==> src/rtl/apb_requester_if.sv <==
// Command, response and APB bus signals of the APB requester, grouped as one bundle.
// The requester uses the master view; the command source / APB completer side uses the slave view.
interface apb_requester_if #(
    parameter int ADDR_WIDTH     = 12,
    parameter int WAIT_CNT_WIDTH = 8
);
    logic                      cmd_valid;
    logic                      cmd_ready;
    logic                      cmd_write;
    logic [ADDR_WIDTH-1:0]     cmd_addr;
    logic [31:0]               cmd_wdata;
    logic [3:0]                cmd_strb;

    logic                      rsp_valid;
    logic                      rsp_ready;
    logic [31:0]               rsp_rdata;
    logic                      rsp_err;
    logic [WAIT_CNT_WIDTH-1:0] rsp_waits;

    logic [ADDR_WIDTH-1:0]     PADDR;
    logic                      PSEL;
    logic                      PENABLE;
    logic                      PWRITE;
    logic [31:0]               PWDATA;
    logic [3:0]                PSTRB;
    logic                      PREADY;
    logic [31:0]               PRDATA;
    logic                      PSLVERR;

    modport master (
        input  cmd_valid, cmd_write, cmd_addr, cmd_wdata, cmd_strb,
        output cmd_ready,
        output rsp_valid, rsp_rdata, rsp_err, rsp_waits,
        input  rsp_ready,
        output PADDR, PSEL, PENABLE, PWRITE, PWDATA, PSTRB,
        input  PREADY, PRDATA, PSLVERR
    );

    modport slave (
        output cmd_valid, cmd_write, cmd_addr, cmd_wdata, cmd_strb,
        input  cmd_ready,
        input  rsp_valid, rsp_rdata, rsp_err, rsp_waits,
        output rsp_ready,
        input  PADDR, PSEL, PENABLE, PWRITE, PWDATA, PSTRB,
        output PREADY, PRDATA, PSLVERR
    );
endinterface

==> src/rtl/apb_requester.sv <==
// APB4 requester: one command in flight, registered APB outputs, and a
// saturating wait-state count returned with every completion.
module apb_requester #(
    parameter int ADDR_WIDTH     = 12,
    parameter int WAIT_CNT_WIDTH = 8
) (
    input  logic            PCLK,
    input  logic            PRESETn,
    apb_requester_if.master bus
);
    localparam logic [1:0] ST_IDLE   = 2'd0;
    localparam logic [1:0] ST_SETUP  = 2'd1;
    localparam logic [1:0] ST_ACCESS = 2'd2;
    localparam logic [1:0] ST_RESP   = 2'd3;

    localparam logic [WAIT_CNT_WIDTH-1:0] WAIT_MAX = '1;

    typedef struct packed {
        logic                  write;
        logic [ADDR_WIDTH-1:0] addr;
        logic [31:0]           wdata;
        logic [3:0]            strb;
    } req_t;

    typedef struct packed {
        logic                      valid;
        logic [31:0]               rdata;
        logic                      err;
        logic [WAIT_CNT_WIDTH-1:0] waits;
    } rsp_t;

    logic [1:0] state;
    req_t       req_q;
    rsp_t       rsp_q;
    logic       psel_q;
    logic       penable_q;

    logic       cmd_fire;
    logic       rsp_fire;

    assign cmd_fire = (state == ST_IDLE) && bus.cmd_valid;
    assign rsp_fire = (state == ST_RESP) && bus.rsp_ready;

    always_ff @(posedge PCLK) begin
        if (!PRESETn) begin
            state     <= ST_IDLE;
            req_q     <= '0;
            rsp_q     <= '0;
            psel_q    <= 1'b0;
            penable_q <= 1'b0;
        end else begin
            case (state)
                ST_IDLE: begin
                    if (cmd_fire) begin
                        // Reads never drive write data or strobes onto the bus.
                        req_q.write <= bus.cmd_write;
                        req_q.addr  <= {bus.cmd_addr[ADDR_WIDTH-1:2], 2'b00};
                        req_q.wdata <= bus.cmd_write ? bus.cmd_wdata : 32'd0;
                        req_q.strb  <= bus.cmd_write ? bus.cmd_strb  : 4'd0;
                        psel_q      <= 1'b1;
                        state       <= ST_SETUP;
                    end
                end
                ST_SETUP: begin
                    penable_q   <= 1'b1;
                    rsp_q.waits <= '0;
                    state       <= ST_ACCESS;
                end
                ST_ACCESS: begin
                    if (bus.PREADY) begin
                        psel_q      <= 1'b0;
                        penable_q   <= 1'b0;
                        rsp_q.valid <= 1'b1;
                        rsp_q.rdata <= req_q.write ? 32'd0 : bus.PRDATA;
                        rsp_q.err   <= bus.PSLVERR;
                        state       <= ST_RESP;
                    end else if (rsp_q.waits != WAIT_MAX) begin
                        rsp_q.waits <= rsp_q.waits + 1'b1;
                    end
                end
                ST_RESP: begin
                    if (rsp_fire) begin
                        rsp_q.valid <= 1'b0;
                        rsp_q.waits <= '0;
                        state       <= ST_IDLE;
                    end
                end
                default: state <= ST_IDLE;
            endcase
        end
    end

    assign bus.cmd_ready = (state == ST_IDLE);

    assign bus.rsp_valid = rsp_q.valid;
    assign bus.rsp_rdata = rsp_q.rdata;
    assign bus.rsp_err   = rsp_q.err;
    assign bus.rsp_waits = rsp_q.waits;

    assign bus.PSEL    = psel_q;
    assign bus.PENABLE = penable_q;
    assign bus.PADDR   = req_q.addr;
    assign bus.PWRITE  = req_q.write;
    assign bus.PWDATA  = req_q.wdata;
    assign bus.PSTRB   = req_q.strb;

    // APB protocol invariants on the outgoing bus.
    a_enable_needs_sel: assert property (@(posedge PCLK) disable iff (!PRESETn)
        bus.PENABLE |-> bus.PSEL);
    a_setup_before_access: assert property (@(posedge PCLK) disable iff (!PRESETn)
        $rose(bus.PENABLE) |-> $past(bus.PSEL && !bus.PENABLE));
    a_access_stable: assert property (@(posedge PCLK) disable iff (!PRESETn)
        (bus.PSEL && bus.PENABLE) |-> ($stable(bus.PADDR) && $stable(bus.PWRITE) &&
                                       $stable(bus.PWDATA) && $stable(bus.PSTRB)));
endmodule
==> src/flat_wrapper.sv <==
// flat-port wrapper written by rule: the top's interface ports become plain ports
module apb_requester_flat 
#(
    parameter int ADDR_WIDTH     = 12,
    parameter int WAIT_CNT_WIDTH = 8
)
  (PCLK, PRESETn, bus_cmd_valid, bus_cmd_write, bus_cmd_addr, bus_cmd_wdata, bus_cmd_strb, bus_cmd_ready, bus_rsp_valid, bus_rsp_rdata, bus_rsp_err, bus_rsp_waits, bus_rsp_ready, bus_PADDR, bus_PSEL, bus_PENABLE, bus_PWRITE, bus_PWDATA, bus_PSTRB, bus_PREADY, bus_PRDATA, bus_PSLVERR);
  apb_requester_if #(.ADDR_WIDTH(ADDR_WIDTH), .WAIT_CNT_WIDTH(WAIT_CNT_WIDTH)) bus_i ();
  input  logic PCLK;
  input  logic PRESETn;
  input wire logic [$bits(bus_i.cmd_valid)-1:0] bus_cmd_valid;
  input wire logic [$bits(bus_i.cmd_write)-1:0] bus_cmd_write;
  input wire logic [$bits(bus_i.cmd_addr)-1:0] bus_cmd_addr;
  input wire logic [$bits(bus_i.cmd_wdata)-1:0] bus_cmd_wdata;
  input wire logic [$bits(bus_i.cmd_strb)-1:0] bus_cmd_strb;
  output wire logic [$bits(bus_i.cmd_ready)-1:0] bus_cmd_ready;
  output wire logic [$bits(bus_i.rsp_valid)-1:0] bus_rsp_valid;
  output wire logic [$bits(bus_i.rsp_rdata)-1:0] bus_rsp_rdata;
  output wire logic [$bits(bus_i.rsp_err)-1:0] bus_rsp_err;
  output wire logic [$bits(bus_i.rsp_waits)-1:0] bus_rsp_waits;
  input wire logic [$bits(bus_i.rsp_ready)-1:0] bus_rsp_ready;
  output wire logic [$bits(bus_i.PADDR)-1:0] bus_PADDR;
  output wire logic [$bits(bus_i.PSEL)-1:0] bus_PSEL;
  output wire logic [$bits(bus_i.PENABLE)-1:0] bus_PENABLE;
  output wire logic [$bits(bus_i.PWRITE)-1:0] bus_PWRITE;
  output wire logic [$bits(bus_i.PWDATA)-1:0] bus_PWDATA;
  output wire logic [$bits(bus_i.PSTRB)-1:0] bus_PSTRB;
  input wire logic [$bits(bus_i.PREADY)-1:0] bus_PREADY;
  input wire logic [$bits(bus_i.PRDATA)-1:0] bus_PRDATA;
  input wire logic [$bits(bus_i.PSLVERR)-1:0] bus_PSLVERR;
  assign bus_i.cmd_valid = bus_cmd_valid;
  assign bus_i.cmd_write = bus_cmd_write;
  assign bus_i.cmd_addr = bus_cmd_addr;
  assign bus_i.cmd_wdata = bus_cmd_wdata;
  assign bus_i.cmd_strb = bus_cmd_strb;
  assign bus_cmd_ready = bus_i.cmd_ready;
  assign bus_rsp_valid = bus_i.rsp_valid;
  assign bus_rsp_rdata = bus_i.rsp_rdata;
  assign bus_rsp_err = bus_i.rsp_err;
  assign bus_rsp_waits = bus_i.rsp_waits;
  assign bus_i.rsp_ready = bus_rsp_ready;
  assign bus_PADDR = bus_i.PADDR;
  assign bus_PSEL = bus_i.PSEL;
  assign bus_PENABLE = bus_i.PENABLE;
  assign bus_PWRITE = bus_i.PWRITE;
  assign bus_PWDATA = bus_i.PWDATA;
  assign bus_PSTRB = bus_i.PSTRB;
  assign bus_i.PREADY = bus_PREADY;
  assign bus_i.PRDATA = bus_PRDATA;
  assign bus_i.PSLVERR = bus_PSLVERR;
  apb_requester #(.ADDR_WIDTH(ADDR_WIDTH), .WAIT_CNT_WIDTH(WAIT_CNT_WIDTH)) u_core (.PCLK(PCLK), .PRESETn(PRESETn), .bus(bus_i));
endmodule
==> config.mk <==
export PLATFORM = sky130hd
export DESIGN_NAME = apb_requester_flat
export DESIGN_NICKNAME = d
export VERILOG_FILES = /design/src/rtl/apb_requester_if.sv /design/src/rtl/apb_requester.sv /design/src/flat_wrapper.sv
export SDC_FILE = /design/constraint.sdc
export NUM_CORES = 1
export LEC_CHECK = 0
export ABC_CLOCK_PERIOD_IN_PS = 1910
export CORE_MARGIN = 1.5
export CORE_UTILIZATION = 40
export CTS_BUF_LIST = sky130_fd_sc_hd__clkbuf_16
export CTS_CLUSTER_SIZE = 40
export DETAILED_ROUTE_END_ITERATION = 12
export PLACE_DENSITY = 0.84
export SLEW_MARGIN = 5
export SYNTH_ARGS = -nofsm -noshare
export SYNTH_HDL_FRONTEND = slang
export SYNTH_SLANG_ARGS = --single-unit
==> constraint.sdc <==
create_clock -name PCLK -period 1.91 [get_ports PCLK]
set_input_delay 0.2865 -clock PCLK [delete_from_list [all_inputs] [get_ports PCLK]]
set_output_delay 0.2865 -clock PCLK [all_outputs]
set_load 0.05 [all_outputs]
==> metrics.yaml <==
cts_tree: "built"
ys_warn_count: 0
ys_seq_elements: 93
combPwrFrac: 0.353
core_um2: 8636
grt_max_degree: 53
worstMarginPinSlew_ps: 546.5
vdd_drop_max_mv: 0.5213
die_h_um: 96.74
cp_max_fo: 6
slew-limit-headroom: 0.6346
drv_slew: 0
place_congestion: 0.8019
clk_pin_slew_ps: 70
globalRoute.totalOverflow: 0
p_sw_frac: 0.3499
worstPathCellList: "clkdlybuf4s50_1"
min_path_type: "register to register"
max_cap_violations: 0
clock.fmax_mhz: 532.3
die_w_um: 96.74
cp.required_ps: 1620
gr-usage-all-layers: 0.2105
cts_root_buf: "clkbuf_16"
cp.depth: 1
seq_area_frac_synth: 0.5297
seqPwrFrac: 0.355
fin_hold_ws_ps: 456.3
synth_top_family_by_area: "compound AO/OA/AOI/OAI gates"
drcViolationCount: 0
period_share: 0.9836
port_buffers: 176
fin_worst_skew_ps: 7.607
initial_core_util: 0.4070
setup_viol: 0
vias: 3369
die_area_um2: 9358
antenna_found_initial: 0
cp_top_family: "buffers and inverters"
numCtsBuffers: 9
synth_xor_area_frac: 0
htree_levels: 3
drive_gt1_frac: 0.07220
crit_start: "u_core.bus.rsp_waits[4]$_SDFFE_PN0P_"
regToRegEndpoint: "u_core.bus.rsp_waits[5]$_SDFFE_PN0P_"
postCtsHoldBufs: 0
dpl.hpwl_mm: 6.911
synthMuxAreaShare: 0.005696
r2r_start: "u_core.state[0]$_SDFFE_PN0P_"
setup_ws_ps: 31.29
syn_to_final_growth_pct: 65.54
synth_area_per_cell_um2: 9.323
pre_cts_ws_ps: -11.12
cpPeakStageDelay_ps: 850
power_leakage_nw: 2.126
critical_path_arrival_ps: 1590
syn_area_um2: 3515
io_pins: 181
synthCells: 377
final_nets: 641
drt-pass1-iter-count: 5
cts_buffer_depth: 2
p_sw_mw: 2.243
grt_pass1_vias: 3442
grt_first_pass_wirelength_mm: 16.32
hold_violations: 0
drt.antenna.violating_nets: 0
crit_end: "bus_rsp_waits[4]"
yosysUniqueCellTypes: 33
power_density_nw_per_um2: 1102
outcome: "finished clean"
synth-compound-area-share: 0.2207
rsz0062_at_grt: "no"
vias_per_cell: 5.089
intPower_mw: 4.167
initialDrtViolationCount: 90
synth_edf_count: 0
power_frac_clock: 0.292
fin_crit_ps: 1879
cts_setup_buffers: 0
clock_latency_ps: 330
crit_type: "register to output pin"
ff2ff_path_depth: 5
r2r_slack_ps: 130
synthArstFlopShare: 0
cp_num_buf_inv: 1
end_kind: "output pin"
wl_per_cell_um: 14.65
ys.flop_type: "dfxtp_1"
yosys.area_share.simple: 0.1833
critPathLaunchType: "register"
std_cell_rows: 34
wl_mm: 9.699
synth_fa_ha_area_frac: 0.01780
critPathSlowestCell: "clkdlybuf4s50_1"
clock-sinks: 93
diodes: 0
-- worst register-to-register path: stages, from the launching register on --
cell	delay [ps]
dfxtp_1	390
inv_1	90
ha_2	230
or4_1	550
or3_1	320
a21oi_1	130
-- power by group through the flow --
stage / logic [mW] / registers [mW] / clock network [mW]
6_report: 2.27 / 2.27 / 1.87
5_1_grt: 2.41 / 2.30 / 2.00
4_1_cts: 2.28 / 2.27 / 1.92
3_5_place_dp: 2.26 / 2.31 / 0
3_3_place_gp: 2.22 / 2.30 / 0
2_1_floorplan: 0.688 / 2.97 / 0
-- layer usage --
metal,up-vias,track usage,wire [µm],part of all wire
met5,-,0,0,0
met4,0,0.06689,121,0.012
met2,130,0.3523,4695,0.48
met3,10,0.08092,730,0.075
li1,1663,-,-,-
met1,1566,0.2483,4151,0.43
-- how the worst min path moves through the flow --
stage,slack (ps),to,startpoint,cells after the start
after global placement,450,u_core.bus.PSTRB[2]$_SDFFE_PN0P_,u_core.bus.PSTRB[2]$_SDFFE_PN0P_,2
final,460,u_core.bus.PWDATA[28]$_SDFFE_PN0P_,u_core.bus.PWDATA[28]$_SDFFE_PN0P_,2
after global routing,480,u_core.bus.PWDATA[4]$_SDFFE_PN0P_,u_core.bus.PWDATA[4]$_SDFFE_PN0P_,2
after detailed placement,450,u_core.bus.PWDATA[29]$_SDFFE_PN0P_,u_core.bus.PWDATA[29]$_SDFFE_PN0P_,2
after CTS,460,u_core.bus.PWDATA[28]$_SDFFE_PN0P_,u_core.bus.PWDATA[28]$_SDFFE_PN0P_,2
after floorplan,420,u_core.bus.rsp_rdata[0]$_SDFFE_PN0P_,bus_PRDATA[0],1
-- synthesized netlist by cell type, types with 3 or more instances --
cell type,instances,share of area
nor2b_1,5,0.0089
a21oi_1,6,0.0085
clkbuf_1,23,0.025
and2_1,3,0.0053
nand3_1,42,0.060
buf_1,4,0.0043
ha_1,5,0.018
buf_2,3,0.0043
a21boi_0,49,0.10
inv_1,4,0.0043
nor2_1,5,0.0053
or4_1,5,0.011
or3_1,3,0.0053
o31ai_1,3,0.0064
o21ai_0,6,0.0085
nand2_1,67,0.072
dfxtp_1,93,0.53
a22o_1,32,0.080
-- registers in the layout (all words and copies together), names as in the netlist --
| register | count |
|---|---|
| u_core.bus.PWDATA | 32 |
| u_core.bus.rsp_rdata | 32 |
| u_core.bus.PADDR | 10 |
| u_core.bus.rsp_waits | 8 |
| u_core.bus.PSTRB | 4 |
| u_core.state | 2 |
| u_core.bus.PENABLE | 1 |
| u_core.bus.PSEL | 1 |
| u_core.bus.PWRITE | 1 |
| u_core.bus.rsp_err | 1 |
| u_core.bus.rsp_valid | 1 |
-- final cells by class --
| class | instances | area (µm²) |
|---|---|---|
| inverters | 4 | 15.01 |
| fillers | 672 | 2818 |
| flip-flops and latches | 93 | 1862 |
| multi-input cells | 249 | 1528 |
| clock buffers | 9 | 225.2 |
| clock inverters | 7 | 91.34 |
| well taps | 108 | 135.1 |
| repair buffers | 192 | 1962 |
-- stage by stage --
stage	utilization	power (mW)	instance area, µm²	setup TNS [ps]	cells
2_1_floorplan	-	3.653	3521	0	378
3_3_place_gp	0.6358	4.517	5490	0	646
3_5_place_dp	0.6358	4.579	5490	-11.12	646
4_1_cts	0.6724	6.470	5807	0	662
5_1_grt	0.6737	6.715	5818	0	662
6_report	0.6737	6.409	5818	0	662
-- kinds of logic after synthesis --
kind of cell	Yosys count
and+or+nand+nor	138
AOI/OAI and AO/OA	102
DFF	93
buffers and inverters	36
adders and majority gates	5
muxes	2
other	1
-- layout by cell type, fill, tap and decap left out, drive strengths merged, types with 3 or more instances in the layout --
cell | Yosys | final
nor2 | 5 | 5
clkbuf | 23 | 9
o21ai | 7 | 7
o31ai | 3 | 3
buf | 9 | 20
clkdlybuf4s50 | 0 | 171
a21oi | 6 | 6
or4 | 5 | 5
and2 | 3 | 3
nand2 | 67 | 67
a22o | 32 | 32
or3 | 3 | 3
nor2b | 6 | 6
a21boi | 49 | 49
inv | 4 | 5
ha | 5 | 5
nand3 | 42 | 42
dfxtp | 93 | 93
-- what timing repair did --
item                                    4_1_cts  5_1_grt
endpoints found under the setup margin        0        8
endpoints found under the hold margin         0        0
gates resized for setup                       0        4
No activity file was read; power rests on OpenSTA's default activity.
